==> config.mk <==
export PLATFORM = sky130hd
export DESIGN_NAME = tone_capture
export DESIGN_NICKNAME = d
export VERILOG_FILES = /design/src/rtl/tone_capture.sv
export SDC_FILE = /design/constraint.sdc
export NUM_CORES = 1
export LEC_CHECK = 0
export CORE_AREA = 5 5 175 245
export DETAILED_ROUTE_END_ITERATION = 6
export DIE_AREA = 0 0 180 250
export HOLD_SLACK_MARGIN = 0.12
export RECOVER_POWER = 25
export SLEW_MARGIN = 20
export SYNTH_ARGS = -nofsm -noshare
export SYNTH_HDL_FRONTEND = slang
export SYNTH_SLANG_ARGS = --single-unit
==> constraint.sdc <==
create_clock -name clk -period 5.4 [get_ports clk]
set_input_delay 1.35 -clock clk [delete_from_list [all_inputs] [get_ports clk]]
set_output_delay 1.35 -clock clk [all_outputs]
set_load 0.02 [all_outputs]
==> src/rtl/tone_capture.sv <==
// tone_capture: measures a square-wave tone input and turns each steady run of periods
// into a {period, duration} note event in clk-cycle units.
// Optional build macro: TONE_CAPTURE_PERIOD_AVG_EN
//   When defined, the reported period is the truncated mean of the last four matching
//   periods, or ref if fewer than four have been seen.
//   When undefined, the reported period is ref, the period that started the run.
//
//   state   | meaning
//   IDLE    | no tone seen; waiting for the first rising edge
//   ACQUIRE | collecting matching periods toward lock
//   LOCKED  | note locked; extends the note until a different period arrives or silence
module tone_capture #(
   parameter int unsigned MIN_PERIOD = 64,
   parameter int unsigned MAX_PERIOD = 65535,
   parameter int unsigned TOL        = 8,
   parameter int unsigned LOCK_COUNT = 4
) (
   input  logic        clk,
   input  logic        reset,
   input  logic        tone_in,
   input  logic        note_ready,
   output logic        note_valid,
   output logic [31:0] note_period,
   output logic [31:0] note_duration,
   output logic        locked,
   output logic        overflow
);

   localparam logic [31:0] CNT_SAT = 32'(MAX_PERIOD) + 32'd1;
   localparam logic [15:0] LOCK_N  = 16'(LOCK_COUNT);

   typedef enum logic [1:0] {
      IDLE    = 2'd0,
      ACQUIRE = 2'd1,
      LOCKED  = 2'd2
   } state_t;

   state_t      state;
   logic        sync1, sync2, sync3, edge_q;
   logic [31:0] period_cnt, dur_cnt, ref_p, last_dur;
   logic [15:0] match_cnt;
   logic [31:0] p, diff, dur_inc, emit_period;
   logic        timeout, p_glitch, p_bad, p_match;
   logic        acq_edge, lck_edge, is_match, is_new, emit;

   // Measured period at an edge and its classification against ref.
   assign p        = period_cnt + 32'd1;
   assign diff     = (p >= ref_p) ? (p - ref_p) : (ref_p - p);
   assign dur_inc  = (dur_cnt == '1) ? dur_cnt : dur_cnt + 32'd1;
   assign timeout  = (period_cnt == CNT_SAT);
   assign p_glitch = (p < MIN_PERIOD);
   assign p_bad    = p_glitch || (p > MAX_PERIOD);
   assign p_match  = (diff <= TOL);

   // A coincident timeout wins over an edge; glitch edges are invisible while locked.
   assign acq_edge = (state == ACQUIRE) && edge_q && !timeout;
   assign lck_edge = (state == LOCKED) && edge_q && !timeout && !p_glitch;
   assign is_match = (acq_edge && !p_bad && p_match) || (lck_edge && p_match);
   assign is_new   = (acq_edge && !p_bad && !p_match) || (lck_edge && !p_match);
   assign emit     = (state == LOCKED) && (timeout || (lck_edge && !p_match));

   // Two-flop synchroniser plus registered rising-edge pulse (3 clk pin-to-pulse).
   always_ff @(posedge clk) begin
      if (reset) begin
         sync1  <= 1'b0;
         sync2  <= 1'b0;
         sync3  <= 1'b0;
         edge_q <= 1'b0;
      end else begin
         sync1  <= tone_in;
         sync2  <= sync1;
         sync3  <= sync2;
         edge_q <= sync2 & ~sync3;
      end
   end

   // Note tracking FSM with its period/duration counters.
   always_ff @(posedge clk) begin
      if (reset) begin
         state      <= IDLE;
         locked     <= 1'b0;
         ref_p      <= '0;
         match_cnt  <= '0;
         period_cnt <= '0;
         dur_cnt    <= '0;
         last_dur   <= '0;
      end else begin
         period_cnt <= timeout ? period_cnt : period_cnt + 32'd1;
         dur_cnt    <= dur_inc;
         if (is_match)
            last_dur <= dur_inc;
         case (state)
            IDLE: begin
               if (edge_q) begin
                  state      <= ACQUIRE;
                  ref_p      <= '0;
                  match_cnt  <= '0;
                  dur_cnt    <= '0;
                  period_cnt <= '0;
               end
            end
            ACQUIRE: begin
               if (timeout) begin
                  state <= IDLE;
               end else if (edge_q) begin
                  period_cnt <= '0;
                  if (p_bad) begin
                     ref_p     <= '0;
                     match_cnt <= '0;
                  end else if (p_match) begin
                     match_cnt <= match_cnt + 16'd1;
                     if (match_cnt + 16'd1 >= LOCK_N) begin
                        state  <= LOCKED;
                        locked <= 1'b1;
                     end
                  end else begin
                     // This run began at the previous edge, so its duration starts at p.
                     ref_p     <= p;
                     match_cnt <= 16'd1;
                     dur_cnt   <= p;
                  end
               end
            end
            LOCKED: begin
               if (timeout) begin
                  state  <= IDLE;
                  locked <= 1'b0;
               end else if (lck_edge) begin
                  period_cnt <= '0;
                  if (!p_match) begin
                     state     <= ACQUIRE;
                     locked    <= 1'b0;
                     ref_p     <= p;
                     match_cnt <= 16'd1;
                     dur_cnt   <= p;
                  end
               end
            end
            default: begin
               state  <= IDLE;
               locked <= 1'b0;
            end
         endcase
      end
   end

`ifdef TONE_CAPTURE_PERIOD_AVG_EN
   logic [31:0] hist0, hist1, hist2, hist3;
   logic [2:0]  hist_cnt;
   logic [33:0] hist_sum;

   assign hist_sum    = {2'b00, hist0} + {2'b00, hist1} + {2'b00, hist2} + {2'b00, hist3};
   assign emit_period = (hist_cnt == 3'd4) ? hist_sum[33:2] : ref_p;

   // History of the most recent matching periods of the current run.
   always_ff @(posedge clk) begin
      if (reset) begin
         hist0    <= '0;
         hist1    <= '0;
         hist2    <= '0;
         hist3    <= '0;
         hist_cnt <= '0;
      end else if ((state == IDLE) && edge_q) begin
         hist_cnt <= '0;
      end else if (is_new) begin
         hist0    <= p;
         hist_cnt <= 3'd1;
      end else if (is_match) begin
         hist0 <= p;
         hist1 <= hist0;
         hist2 <= hist1;
         hist3 <= hist2;
         if (hist_cnt != 3'd4)
            hist_cnt <= hist_cnt + 3'd1;
      end
   end
`else
   assign emit_period = ref_p;
`endif

   // Single-entry output slot with ready/valid handshake and drop-on-full.
   always_ff @(posedge clk) begin
      if (reset) begin
         note_valid    <= 1'b0;
         note_period   <= '0;
         note_duration <= '0;
         overflow      <= 1'b0;
      end else begin
         overflow <= 1'b0;
         if (emit) begin
            if (note_valid && !note_ready) begin
               overflow <= 1'b1;
            end else begin
               note_valid    <= 1'b1;
               note_period   <= emit_period;
               note_duration <= last_dur;
            end
         end else if (note_valid && note_ready) begin
            note_valid <= 1'b0;
         end
      end
   end

endmodule
==> run metrics, run 1 <==
crit path kind=register to register; worst-skew pair later-pin latency=520 ps; Post-synth EDFFs=0; Top FF cell, synth=dfxtp_1; area delta synth->final=38.48%; Post-DP HPWL=40470 um; RSZ-0062 raised after global routing=true; Num CTS Buffers=22; Routed WL=53590 um; worst-path cell chain=nand3_4, or3_1, xnor2_2, ha_2, a21oi_1, o21a_1, o21ai_0, buf_4, o21ai_0, nand3b_1, xor2_1, or4_1, o32a_1, buf_4, a2111oi_4, buf_6, a311o_2, buf_12, clkbuf_16, nand3_1, a21oi_1; number of max-cap violations=0; Hold WS=392.0 ps; failing checks=setup timing; number of hold buffers added after CTS=0; clk slew on worst S/H paths=70 ps; required time worst endpoint=5840 ps; gr usage total=21.61%; max incr delay on CP=480 ps; Async SR Flop Fraction=0%; count of antenna diodes in the layout=0; sequential cell area=4352 um^2; CP Capture Type=register; WP buf/inv=5; routed via count=14.58k; Post-Place Setup Slack=-746.7 ps; Finished Layout Cells=2625; largest net degree at the start of global routing=83; hold path start=sync3; Power Density=458.7 nW/um^2; Tcrit/Tclk final=101.5%; first-pass GRT wire length=79420 um; Crit path max-delay family=compound AO/OA/AOI/OAI gates; Worst path slowest cell=or4_1; status=finished, violations left; I/O Buffers=70; Row Count=88; clock sinks=217; Max-slew headroom=34.89%; register area share after synthesis=31.05%; YS warnings=0; die area=45000 um^2; Die X=180 um; VDD IR max=0.2430 mV; area occupied by multi-input gates=9599 um^2; initial antenna violation count=0; post-route ant nets=0; arrival time of the worst setup path=5930 ps; crit start category=register; crit path max fanout=20; Setup violations, final=35; worst r2r src=period_cnt[4]; total gr overflow=0; H-Tree Depth=1; clock buffer depth=3; root buffer cell=clkbuf_16; Netlist Area Pre-Place=13990 um^2; clk_skew=12.81 ps; Synth Instances=1765; Starting Density=34.44%; First-pass DRT Iterations=5; critical path startpoint=period_cnt[4]; Remaining DRCs=0; WL/cell=20.41 um; Fin. Hold Viols=0; fin crit period=5483 ps; Netlist cell types=77; Avg Inst Size Synth=7.927 um^2; Vias/cell=5.553; share of cells above drive strength 1=26.62%; FILL cells=3919; vias in the first global route=14.48k; Worst-Margin Slew=976.7 ps; RePlAce Congestion=0.9489; Die Y=250 um; HP Class=register to register; synthesis-stage register bit count=217; Ports=71; Slew Limit Fails=0; Setup WS post-layout=-83.05 ps; Mapped Nets=1841; layout net count=2145; CTS tree=done; total core area=40630 um^2; Total Power=8.887 mW; Iteration-0 DRC Markers=877; Pleak=7.555 nW; placed insts=2543; fmax=182.4 MHz
state kept, by name (all words and copies together), names as in the netlist:
name           cells
locked             1
last_dur          32
edge_q             1
note_period       32
period_cnt        32
note_valid         1
sync2              1
sync3              1
state              2
dur_cnt           32
sync1              1
match_cnt         16
overflow           1
note_duration     32
emit_period       32
worst reg2reg max path, cell delays in order, from the launching register on:
cell and delay [ps]:
dfxtp_1 420, nand3_4 200, or3_1 450, xnor2_2 180, ha_2 360, a21oi_1 200, o21a_1 150, o21ai_0 80
buf_4 170, o21ai_0 450, nand3b_1 210, xor2_1 190, or4_1 480, o32a_1 390, buf_4 180, a2111oi_4 220
buf_6 190, a311o_2 310, buf_12 150, clkbuf_16 180, nand3_1 100, a21oi_1 160
cells in the final DEF, fill, tap and decap left out, types with 18 or more instances in the layout:
| master | count |
|---|---|
| a211oi_2 | 35 |
| inv_1 | 90 |
| nor3_1 | 25 |
| xor2_1 | 36 |
| o22ai_1 | 21 |
| and3_1 | 21 |
| o21ai_0 | 67 |
| a211oi_1 | 20 |
| nand4_1 | 42 |
| dfxtp_1 | 211 |
| buf_6 | 18 |
| nand2_1 | 92 |
| ha_1 | 61 |
| clkbuf_16 | 31 |
| nor2_4 | 19 |
| nand3_1 | 114 |
| xnor2_1 | 47 |
| a21oi_2 | 20 |
| a21oi_1 | 153 |
| nand2b_1 | 18 |
| nor2b_1 | 18 |
| o211ai_1 | 72 |
| buf_4 | 274 |
| a31oi_1 | 32 |
| clkdlybuf4s50_1 | 69 |
| nor2_1 | 125 |
synth_stat cells (all sizes together) (19+ instances only):
| library cell | n | share of area, % |
|---|---|---|
| xnor2 | 56 | 3.5 |
| o211ai | 72 | 3.9 |
| o21ai | 81 | 2.9 |
| o22ai | 22 | 0.98 |
| a21oi | 174 | 6.3 |
| nor4 | 21 | 1.2 |
| nand2 | 100 | 2.7 |
| dfxtp | 217 | 31 |
| xor2 | 40 | 2.5 |
| nand4 | 42 | 1.9 |
| inv | 91 | 2.4 |
| ha | 72 | 6.4 |
| a211oi | 55 | 4.0 |
| nor3 | 33 | 1.2 |
| and3 | 21 | 0.94 |
| a31oi | 34 | 1.5 |
| nand3 | 116 | 4.1 |
| nand2b | 19 | 0.85 |
| buf | 34 | 1.5 |
| nor2 | 159 | 4.6 |
| clkbuf | 81 | 2.2 |
logic make-up after synthesis:
group,after synthesis,share of synthesized area [%]
AO/OA/AOI/OAI,567,27.64
adder cells (fa/ha/maj),72,6.439
XOR/XNOR,96,6.010
flip-flops,217,31.05
buffers and inverters,206,6.090
multiplexers,16,1.154
AND/OR/NAND/NOR,591,21.62
metrics by stage:
step                      util (%)  instance area (um^2)  setup TNS [ps]
final                        47.69                 19370           -1423
after CTS                    45.30                 18400          -57.20
after global placement       42.53                 17280         -110160
after global routing         47.69                 19370          -28430
after floorplan                  -                 14170          -952.0
after detailed placement     42.53                 17280         -110980
routing by layer:
metal | vias to the layer above | track usage, % | part of all wire [%]
li1 | 7104 | - | -
met1 | 7033 | 23.82 | 38
met2 | 312 | 41.26 | 53
met3 | 128 | 1.604 | 2.9
met4 | 0 | 10.83 | 5.7
met5 | - | 0 | 0
area by class of cell:
type | instances | share of cell area, %
Multi-Input combinational cell | 1342 | 49.54
Sequential cell | 217 | 22.46
Timing Repair Buffer | 395 | 18.78
Tap cell | 540 | 3.487
Clock buffer | 32 | 3.455
Inverter | 91 | 1.763
Clock inverter | 8 | 0.5102
what timing repair did:
action / CTS / global route
buffers inserted: 12 / 20
cloned: 1 / 10
pin swaps: 16 / 59
endpoints found under the setup margin: 181 / 181
gates resized for setup: 48 / 131
power breakdown:
part           internal [mW]  leakage [nW]  switching, mW
logic                   2.43          5.42           3.05
registers               1.68          1.75          0.106
clock network          0.960         0.380          0.671
path summary, 6_finish.rpt:
path	slack (ps)	endpoint	cells after the start
setup / recovery	-80	note_duration[9]	21
hold / removal	390	edge_q	1
setup reg to reg	-80	note_duration[9]	21
hold reg to reg	390	edge_q	1
Note: power is estimated with default switching activity, not from simulation.
==> run 2: changes to the inputs <==
--- a/config.mk
+++ b/config.mk
@@ -10,6 +10,7 @@
 export DIE_AREA = 0 0 180 250
 export HOLD_SLACK_MARGIN = 0.12
 export RECOVER_POWER = 25
+export SETUP_SLACK_MARGIN = 0.3
 export SLEW_MARGIN = 20
 export SYNTH_ARGS = -nofsm -noshare
 export SYNTH_HDL_FRONTEND = slang
==> run metrics, run 2 (synthesis gave the netlist of run 1 again) <==
fmax=184.2 MHz; worst r2r src=period_cnt[1]; largest net degree at the start of global routing=79; Tcrit/Tclk final=100.5%; First-pass DRT Iterations=5; Routed WL=56760 um; worst r2r dst=note_period[23]; Max-slew headroom=39.46%; Finished Layout Cells=2668; Ports=71; total gr overflow=0; CTS tree=done; layout net count=2193; instance count on the critical path=24; clk_skew=30.05 ps; Slew Limit Fails=0; H-Tree Depth=1; clock buffer depth=3; Starting Density=34.44%; Die X=180 um; required time worst endpoint=5830 ps; Worst path slowest cell=or4_4; Worst-Margin Slew=908.1 ps; Vias/cell=5.662; Post-DP HPWL=41120 um; grt peak-use layer=met2; Fin. Hold Viols=0; arrival time of the worst setup path=5860 ps; Crit path max-delay family=compound AO/OA/AOI/OAI gates; Iteration-0 DRC Markers=856; RePlAce Congestion=1.019; sum of negative setup slack=-389.3 ps; commonest non-fill, non-tap cells in the layout=buf_4, dfxtp_1, a21oi_1, nor2_1, nand3_1; number of hold buffers added after CTS=0; area delta synth->final=46.78%; die area=45000 um^2; CP Capture Type=register; Die Y=250 um; crit path capture=note_period[23]; worst-skew pair later-pin latency=530 ps; met1 GRT Util=24.37%; Num CTS Buffers=22; first-pass GRT wire length=83650 um; failing checks=setup timing; HP Class=register to register; share of cells above drive strength 1=32.38%; GRT met2 Usage=43.13%; WL/cell=21.27 um; crit start category=register; post-route ant nets=0; VDD IR max=0.3040 mV; root buffer cell=clkbuf_16; total core area=40630 um^2; routed via count=15.11k; RSZ-0062 raised after global routing=true; Pleak=7.884 nW; placed insts=2551; FILL cells=3807; initial antenna violation count=0; most common cell after layout, fill and taps aside=buf_4; gr usage total=23.08%; crit path kind=register to register; vias in the first global route=14.98k; GR Util met3=1.895%; clock sinks=217; reg-to-reg slack, setup=-30 ps; Power Density=456.2 nW/um^2; worst-path cell chain=ha_4, nand4_1, or4_4, o21a_1, nor2_2, inv_2, ha_4, buf_6, nand2_4, o21a_1, o221ai_2, a21o_1, a221o_2, o211ai_1, or4_1, o32a_1, buf_4, a2111oi_4, buf_6, a311o_2, buf_12, clkbuf_16, nand3_1, a21oi_1; status=finished, violations left; Row Count=88; I/O Buffers=70; Remaining DRCs=0; fin crit period=5428 ps; crit path max fanout=20; WP buf/inv=6; clk slew on worst S/H paths=60 ps; number of max-cap violations=0; cells on worst reg2reg path=24; Setup WS post-layout=-28.34 ps; critical path startpoint=period_cnt[1]; Setup violations, final=24; max incr delay on CP=550 ps; count of antenna diodes in the layout=0
==> run 2: changes by cell type in the layout (fill, tap and decap cells not counted), sizes merged <==
cell,before,now
bufinv,2,3
inv,92,91
buf,318,369
clkinv,4,2
clkbuf,40,34
==> run 2: final cells by class <==
cell class | count | area [um^2] | area share [%]
inverter | 91 | 341.6 | 1.663
timing repair buffer | 443 | 4242 | 20.65
multi-input combinational | 1342 | 10200 | 49.69
clock inverter | 6 | 107.6 | 0.5240
tap | 540 | 675.6 | 3.290
clock buffer | 29 | 618.1 | 3.010
sequential | 217 | 4348 | 21.17
==> run 2: repair_timing <==
action                     CTS  global route
cloned                      14             6
buffers inserted            37            25
setup endpoints to repair  181           181
gates resized for setup    173           163
pin swaps                   57            70
==> run 2: layer usage <==
metal | vias to the layer above | wire length, um
met5 | - | 0
met4 | 0 | 4617
met3 | 204 | 1585
met2 | 414 | 29700
met1 | 7281 | 20860
li1 | 7207 | -
==> run 2: per-stage QoR <==
step	power (mW)	util, %	setup WS [ps]	cell area (um^2)	hold WS, ps
floorplan	4.549	-	-37.29	14190	367.4
global placement	6.841	42.78	-808.7	17380	378.1
detailed placement	6.836	42.78	-833.0	17380	376.5
CTS	8.877	47.78	78.34	19410	390.3
global route	9.833	50.55	-220.3	20540	411.0
finish	9.368	50.55	-28.34	20540	391.2
==> run 2: power breakdown <==
part / internal [mW] / leakage [nW] / switching [mW]
combinational: 2.71 / 5.78 / 3.28
sequential: 1.68 / 1.75 / 0.118
clock: 0.942 / 0.353 / 0.646
==> run 2: worst min path at each step <==
| stage | startpoint | end | depth (start not counted) |
|---|---|---|---|
| 5_1_grt | sync3 | edge_q | 1 |
| 3_5_place_dp | sync3 | edge_q | 1 |
| 6_report | sync3 | edge_q | 1 |
| 3_3_place_gp | sync3 | edge_q | 1 |
| 4_1_cts | sync3 | edge_q | 1 |
| 2_1_floorplan | sync3 | edge_q | 1 |
